### config.mk
export PLATFORM = sky130hd
export DESIGN_NAME = imem_loader
export DESIGN_NICKNAME = d
export VERILOG_FILES = /design/src/rtl/imem_loader.sv
export SDC_FILE = /design/constraint.sdc
export NUM_CORES = 1
export LEC_CHECK = 0
export ABC_AREA = 1
export CORE_ASPECT_RATIO = 2
export CORE_UTILIZATION = 51
export CTS_BUF_LIST = sky130_fd_sc_hd__clkbuf_8
export CTS_CLUSTER_DIAMETER = 60
export DETAILED_ROUTE_END_ITERATION = 10
export GPL_TIMING_DRIVEN = 1
export PLACE_DENSITY = 0.75
export SLEW_MARGIN = 20
export SYNTH_ARGS = -nofsm -noshare
export SYNTH_HDL_FRONTEND = slang
export SYNTH_SLANG_ARGS = --single-unit
### constraint.sdc
create_clock -name clk -period 1.9 [get_ports clk]
set_clock_uncertainty 0.2 [all_clocks]
set_input_delay 0.19 -clock clk [delete_from_list [all_inputs] [get_ports clk]]
set_output_delay 0.19 -clock clk [all_outputs]
set_load 0.02 [all_outputs]
### src/rtl/imem_loader.sv
// imem_loader: assembles a little-endian byte stream into 32-bit words and writes
// them to instruction memory, holding the CPU until the load completes.
//   clk         rising-edge system clock
//   rst         asynchronous active-low reset
//   start       load request, honoured only in IDLE or DONE
//   word_count  words to load (clamped to the memory depth)
//   byte_valid  source byte valid
//   byte_data   source byte
//   byte_ready  a byte is accepted this cycle when byte_valid is also high
//   mem_we      one-cycle write strobe per word
//   mem_addr    registered word address, held outside writes
//   mem_wdata   registered word data, held outside writes
//   cpu_hold    keeps the core's fetch PC held while high
//   busy        a load is in progress
//   done        the most recent load completed
module imem_loader #(
    parameter int ADDR_WIDTH = 10
) (
    input  logic                  clk,
    input  logic                  rst,
    input  logic                  start,
    input  logic [ADDR_WIDTH:0]   word_count,
    input  logic                  byte_valid,
    input  logic [7:0]            byte_data,
    output logic                  byte_ready,
    output logic                  mem_we,
    output logic [ADDR_WIDTH-1:0] mem_addr,
    output logic [31:0]           mem_wdata,
    output logic                  cpu_hold,
    output logic                  busy,
    output logic                  done
);
    localparam logic [1:0] IDLE  = 2'd0;
    localparam logic [1:0] RECV  = 2'd1;
    localparam logic [1:0] WRITE = 2'd2;
    localparam logic [1:0] DONE  = 2'd3;
    localparam logic [ADDR_WIDTH:0] DEPTH = {1'b1, {ADDR_WIDTH{1'b0}}};

    logic [1:0]            state;
    logic [1:0]            byte_idx;
    logic [ADDR_WIDTH-1:0] addr;
    logic [31:0]           word;
    logic [31:0]           next_word;
    logic [ADDR_WIDTH:0]   count;
    logic [ADDR_WIDTH:0]   last_addr;

    // Word with the incoming byte merged in; lets byte 3 be written in the
    // same edge that completes the word.
    always_comb begin
        next_word = word;
        next_word[{byte_idx, 3'b000} +: 8] = byte_data;
    end

    assign last_addr  = count - 1'b1;
    assign byte_ready = state == RECV;
    assign busy       = state == RECV || state == WRITE;
    assign done       = state == DONE;
    assign cpu_hold   = state != DONE;

    always_ff @(posedge clk or negedge rst) begin
        if (!rst) begin
            state     <= IDLE;
            byte_idx  <= '0;
            addr      <= '0;
            word      <= '0;
            count     <= '0;
            mem_we    <= 1'b0;
            mem_addr  <= '0;
            mem_wdata <= '0;
        end else begin
            mem_we <= 1'b0;
            case (state)
                IDLE, DONE: begin
                    if (start) begin
                        count    <= (word_count > DEPTH) ? DEPTH : word_count;
                        addr     <= '0;
                        byte_idx <= '0;
                        state    <= (word_count == '0) ? DONE : RECV;
                    end
                end
                RECV: begin
                    if (byte_valid) begin
                        word     <= next_word;
                        byte_idx <= byte_idx + 2'd1;
                        // Registering the write here makes WRITE's outputs
                        // come straight from flops.
                        if (byte_idx == 2'd3) begin
                            state     <= WRITE;
                            mem_we    <= 1'b1;
                            mem_addr  <= addr;
                            mem_wdata <= next_word;
                        end
                    end
                end
                WRITE: begin
                    if ({1'b0, addr} == last_addr) begin
                        state <= DONE;
                    end else begin
                        addr  <= addr + 1'b1;
                        state <= RECV;
                    end
                end
                default: state <= IDLE;
            endcase
        end
    end
endmodule
Yosys cells after proc, flatten, opt, wreduce, memory -nomap -nowiden:

Index checks and enable logic that the tools add are counted.

* logic and storage cells: 54
* bits in registers: 100
* output and inout port bits: 47
* input bits: 23

* equality and inequality tests: 10
* muxes and demuxes: 17
* add/sub/neg operators: 4
* order comparisons: 1
* shift operators: 2
* reduce and logical (&&, ||, !) cells: 12

Operator list (count)
* $bwmux W32: 1
* $shift A8 B7 Y32 const A: 1
* $shiftx A8 B7 Y32: 1
* $mux W10: 2
* $pmux W10 S2: 1
* $mux W2: 7
* $reduce_and A3 Y1: 4
* $eq A10 B11 Y1: 1
* $gt A11 B11 Y1 const B: 1
* $logic_not A11 Y1: 1
* $mux W11: 1
* $sub A11 B1 Y11 const B: 1
* $add A10 B1 Y10 const B: 1
* $ne A2 B2 Y1 const B: 4
* $neg A5 Y7: 1
* $eq A2 B2 Y1 const B: 3
* $pmux W2 S3: 1
* $pmux W2 S2: 1
* $reduce_and A2 Y1: 2
* $reduce_bool A2 Y1: 2
* $mux W1: 3
* $add A2 B1 Y2 const B: 1
* $eq A2 B1 Y1 const B: 1
* $logic_not A2 Y1: 1
* other kinds (3): 3

Depth between registers and ports, before layout:

* word-level depth: 4
* mapped depth: 14
* gate-level depth less buffers: 14

Worst setup path before layout:

OpenSTA, ideal clock, no wires.

* path type: register to register
* from: reg state[1]
* to: reg mem_addr[1]
* data arrival time: 1719 ps
* clock period less this slack: 2044 ps
* data required time: 1575 ps
* path slack: -144 ps
* buffers on the path: 1
* cell stages (with the launch flop): 7
* library setup time: 125 ps
* path through: dfrtp_1 inv_1 ha_1 nand2_1 nor2_1 buf_2 mux2_2

* cells in the longest elaborated chain, start to end: 2

Ends and longest elaborated chain
* start, declared: line 39 `logic [1:0] state;`
* start signal, assigned: line 78 `state <= (word_count == '0) ? DONE : RECV;`
* $eq A2 B1 Y1
* named net byte_ready: line 25 `output logic byte_ready,`
* $reduce_and A3 Y1 (no source line)
* end signal, assigned: line 90 `mem_addr <= addr;`
* end, declared: line 27 `output logic [ADDR_WIDTH-1:0] mem_addr,`

The timed path passes the listed nets, and every way through them passes these cells.
A chain may end at the register's enable or synchronous reset.

Final worst setup path:

* from: reg count[1]
* to: reg addr[6]

* cells in the longest elaborated chain, start to end: 4

Ends and longest elaborated chain
* start, declared: line 44 `logic [ADDR_WIDTH:0] count;`
* start signal, assigned: line 75 `count <= (word_count > DEPTH) ? DEPTH : word_count;`
* $sub A11 B1 Y11: line 54 `assign last_addr = count - 1'b1;`
* $eq A10 B11 Y1: line 96 `if ({1'b0, addr} == last_addr) begin`
* $ne A2 B2 Y1 (no source line)
* $reduce_and A3 Y1 (no source line)
* end signal, assigned: line 99 `addr <= addr + 1'b1;`
* end, declared: line 41 `logic [ADDR_WIDTH-1:0] addr;`

No other way between the ends.

==> reports/results.tsv <==
stage	metric	value	unit
layout	drive_gt1_frac	0.2861	
critical_path	critPathTopFamily	simple AND/OR/NAND/NOR gates	
power_and_ir_drop	power_density	1427	mW/mm^2
run_status	violations	negative setup slack	
sta	final.period_utilization	1.041	
die	core-area	0.009763	mm^2
power_and_ir_drop	power	10.15	mW
sta	finalCriticalPeriod	1.979	ns
min_path	hp-class	in -> async	
sta	hold_violations	0	
clock_network	cts_tree	done	
global_route	grt_overflow_total	0	
die	ios	70	
placement	io_buffer_count	69	
flow_run	maxCapViolCount	0	
critical_path	worstSetupStartpointType	register	
critical_path	cp-end-kind	register	
placement	place.gp.congestion	1.060	
clock_network	clkSinkCount	100	
yosys	yosys_warnings	0	
layout	num_antenna_cells	0	
sta	rsz0062_at_grt	yes	
sta	max_slew_margin	0.7786	
critical_path	crit_required	1.97	ns
clock_network	clock_latency	0.38	ns
routing	dr.pass1.iters	6	
layout	syn_to_final_growth	38.66	%
routing	drtIter0Drc	410	
sta	max_freq	0.5054	GHz
yosys	synthDistinctLibCells	34	
die	rows	51	
yosys	synth_fp_nets	618	
clock_network	clockBufferDepth	2	
layout	final_nets	751	
power_and_ir_drop	ir_drop	1016	uV
routing	drc	0	
routing	drt-vias-per-instance	5.612	
run_status	status	finished, violations left	
sta	drv_slew	0	
critical_path	rr_startpoint	count[1]	
placement	hpwl	10960	um
routing	via_count	4781	
global_route	grtUsageTotal	0.3011	
critical_path	crit_type	reg -> reg	
global_route	antenna_found_initial	0	
yosys	syn_area_per_cell	8.799	um^2
die	die_w	72.92	um
layout	n_fill_cell	734	
sta	worst_slew_pin_slew	0.3287	ns
yosys	synth_cells	583	
clock_network	clkTransAtPathRegs	0.10	ns
routing	wl_per_cell	19.15	um
yosys	synth-seq-cells	100	
yosys	syn_area	0.005130	mm^2
power_and_ir_drop	leakage	3.281	nW
routing	drt-total-wl	16320	um
layout	final_util	0.7286	
critical_path	cpMaxStageDelayCell	dfrtp_1	
global_route	grt_max_degree	65	
die	die_area	0.01049	mm^2
sta	setup_viol_count_final	11	
sta	setup_slack	-0.07875	ns
global_route	grt_pass1_wl	23100	um
yosys	seq_area_frac_synth	0.4878	
critical_path	worst-path-max-fanout	5	
routing	ant_nets	0	
critical_path	path_buf_inv	2	
die	start_util	0.5254	
clock_network	htreeDepth	3	
die	dieHeight	143.8	um
critical_path	crit_path_cell_trace	buf_6 -> nor2_4 -> nand2_4 -> nor2_4 -> nand2_2 -> nand2_2 -> nand2_2 -> nor2_4 -> nand3_4 -> buf_6 -> nand3_2 -> nand2_1	
clock_network	cts_buffers	9	
critical_path	slowest_delay	0.43	ns
critical_path	crit_start	count[1]	
critical_path	worst-endpoint-arrival	2.05	ns
clock_network	cts-root-buf	clkbuf_8	
global_route	grt_pass1_vias	4643	
-- final timing paths --
| path | to | cells past startpoint | slack, ns |
|---|---|---|---|
| max | addr[6] | 12 | -0.08 |
| max in group asynchronous | mem_addr[0] | 3 | 0.88 |
| min reg2reg | mem_addr[7] | 1 | 0.29 |
| min | word[18] | 2 | 0.03 |
| min in group clk | count[8] | 3 | 0.21 |
| max reg2reg | addr[6] | 12 | -0.08 |
-- final cells by class --
cell class / instances / area (um^2) / share of cell area
timing repair buffer: 144 / 1459 / 0.2051
sequential: 100 / 2502 / 0.3518
tap: 132 / 165.2 / 0.02322
inverter: 85 / 329.1 / 0.04626
clock inverter: 6 / 97.59 / 0.01372
multi-input combinational: 376 / 2436 / 0.3425
clock buffer: 9 / 123.9 / 0.01741
-- worst reg2reg max path: stages (launching register included) --
cell and delay [ns]:
dfrtp_1 0.43, buf_6 0.14, nor2_4 0.10, nand2_4 0.09, nor2_4 0.17, nand2_2 0.07
nand2_2 0.06, nand2_2 0.06, nor2_4 0.14, nand3_4 0.15, buf_6 0.18, nand3_2 0.05
nand2_1 0.05
-- registers in the layout (all words and copies together), names as in the netlist --
name / count
count: 11
mem_wdata: 32
mem_we: 1
addr: 10
state: 2
byte_idx: 2
word: 32
mem_addr: 10
-- power by group --
part | switching [mW] | total, mW | internal, mW
logic | 3.12 | 5.50 | 2.38
clock network | 0.805 | 1.56 | 0.753
registers | 0.351 | 3.09 | 2.74
total | 4.28 | 10.2 | 5.87
-- synth_stat cells --
cell type | number | area, um^2
o32ai_1 | 1 | 8.760
buf_1 | 3 | 11.26
nor2_1 | 28 | 105.1
or2_2 | 3 | 18.77
nand3_4 | 1 | 17.52
nand2_2 | 3 | 18.77
o21ai_1 | 1 | 5.000
xnor2_1 | 2 | 17.52
nor2_2 | 3 | 18.77
inv_1 | 77 | 289.0
nor3b_1 | 1 | 7.510
o21ai_0 | 45 | 225.2
mux2_2 | 34 | 382.9
buf_2 | 9 | 45.04
inv_2 | 7 | 26.28
clkinv_1 | 1 | 3.750
nand3b_1 | 1 | 7.510
buf_4 | 1 | 7.510
nor2_4 | 4 | 45.04
ha_1 | 12 | 150.1
xor2_1 | 7 | 61.31
o22ai_1 | 32 | 200.2
nand2_4 | 2 | 22.52
buf_6 | 1 | 11.26
nor3_1 | 5 | 25.02
o21a_1 | 8 | 60.06
nand3_1 | 30 | 150.1
clkbuf_1 | 8 | 30.03
a21oi_1 | 3 | 15.01
nand4_1 | 4 | 25.02
a31o_2 | 1 | 8.760
dfrtp_1 | 100 | 2502
nand3_2 | 10 | 100.1
nand2_1 | 135 | 506.7
-- per-stage QoR --
step / hold WS [ns] / std cells / worst slack (ns) / setup TNS [ns] / area [um^2]
after floorplan: -0.3056 / 583 / -0.02819 / -0.2884 / 5164
after global placement: -0.09413 / 811 / -0.1330 / -1.448 / 6310
after detailed placement: -0.09142 / 811 / -0.1966 / -2.834 / 6310
after CTS: 0.03046 / 835 / -0.05526 / -0.5040 / 6724
after global routing: 0.04716 / 852 / -0.1779 / -1.764 / 7113
final: 0.03233 / 852 / -0.07875 / -0.6995 / 7113
-- metal layers --
layer,routed length (um),GRT usage
met3,615,0.04628
met4,1270,0.2126
met5,0,0
met2,9279,0.5671
met1,5152,0.2851
-- cell usage in the layout (no fill, tap or decap), drive strengths merged, types with 4 or more instances in the layout --
cell,synthesis,layout
buf,14,71
clkbuf,8,15
clkdlybuf4s50,0,64
clkinvlp,0,4
dfrtp,100,100
ha,12,12
inv,84,84
mux2,34,34
nand2,140,140
nand3,41,41
nand4,4,4
nor2,35,35
nor3,5,5
o21a,8,8
o21ai,46,46
o22ai,32,32
xor2,7,7
-- logic make-up after synthesis --
family | after synthesis | synth area share
DFF | 100 | 0.4878
muxes | 34 | 0.07463
buffers and inverters | 107 | 0.08268
xor gates and xnor gates | 9 | 0.01537
adders and majority gates | 12 | 0.02927
AOI/OAI and AO/OA | 91 | 0.1020
and+or+nand+nor | 230 | 0.2083
-- timing repair --
action                                 in CTS  in global routing
resized for setup                          31                 61
endpoints found under the hold margin     100                  0
cloned                                      1                  8
buffers inserted                            7                 10
hold buffers                                1                  0
pin swaps                                  16                  9
setup endpoints to repair                  59                 76
No activity file was read; power rests on OpenSTA's default activity.
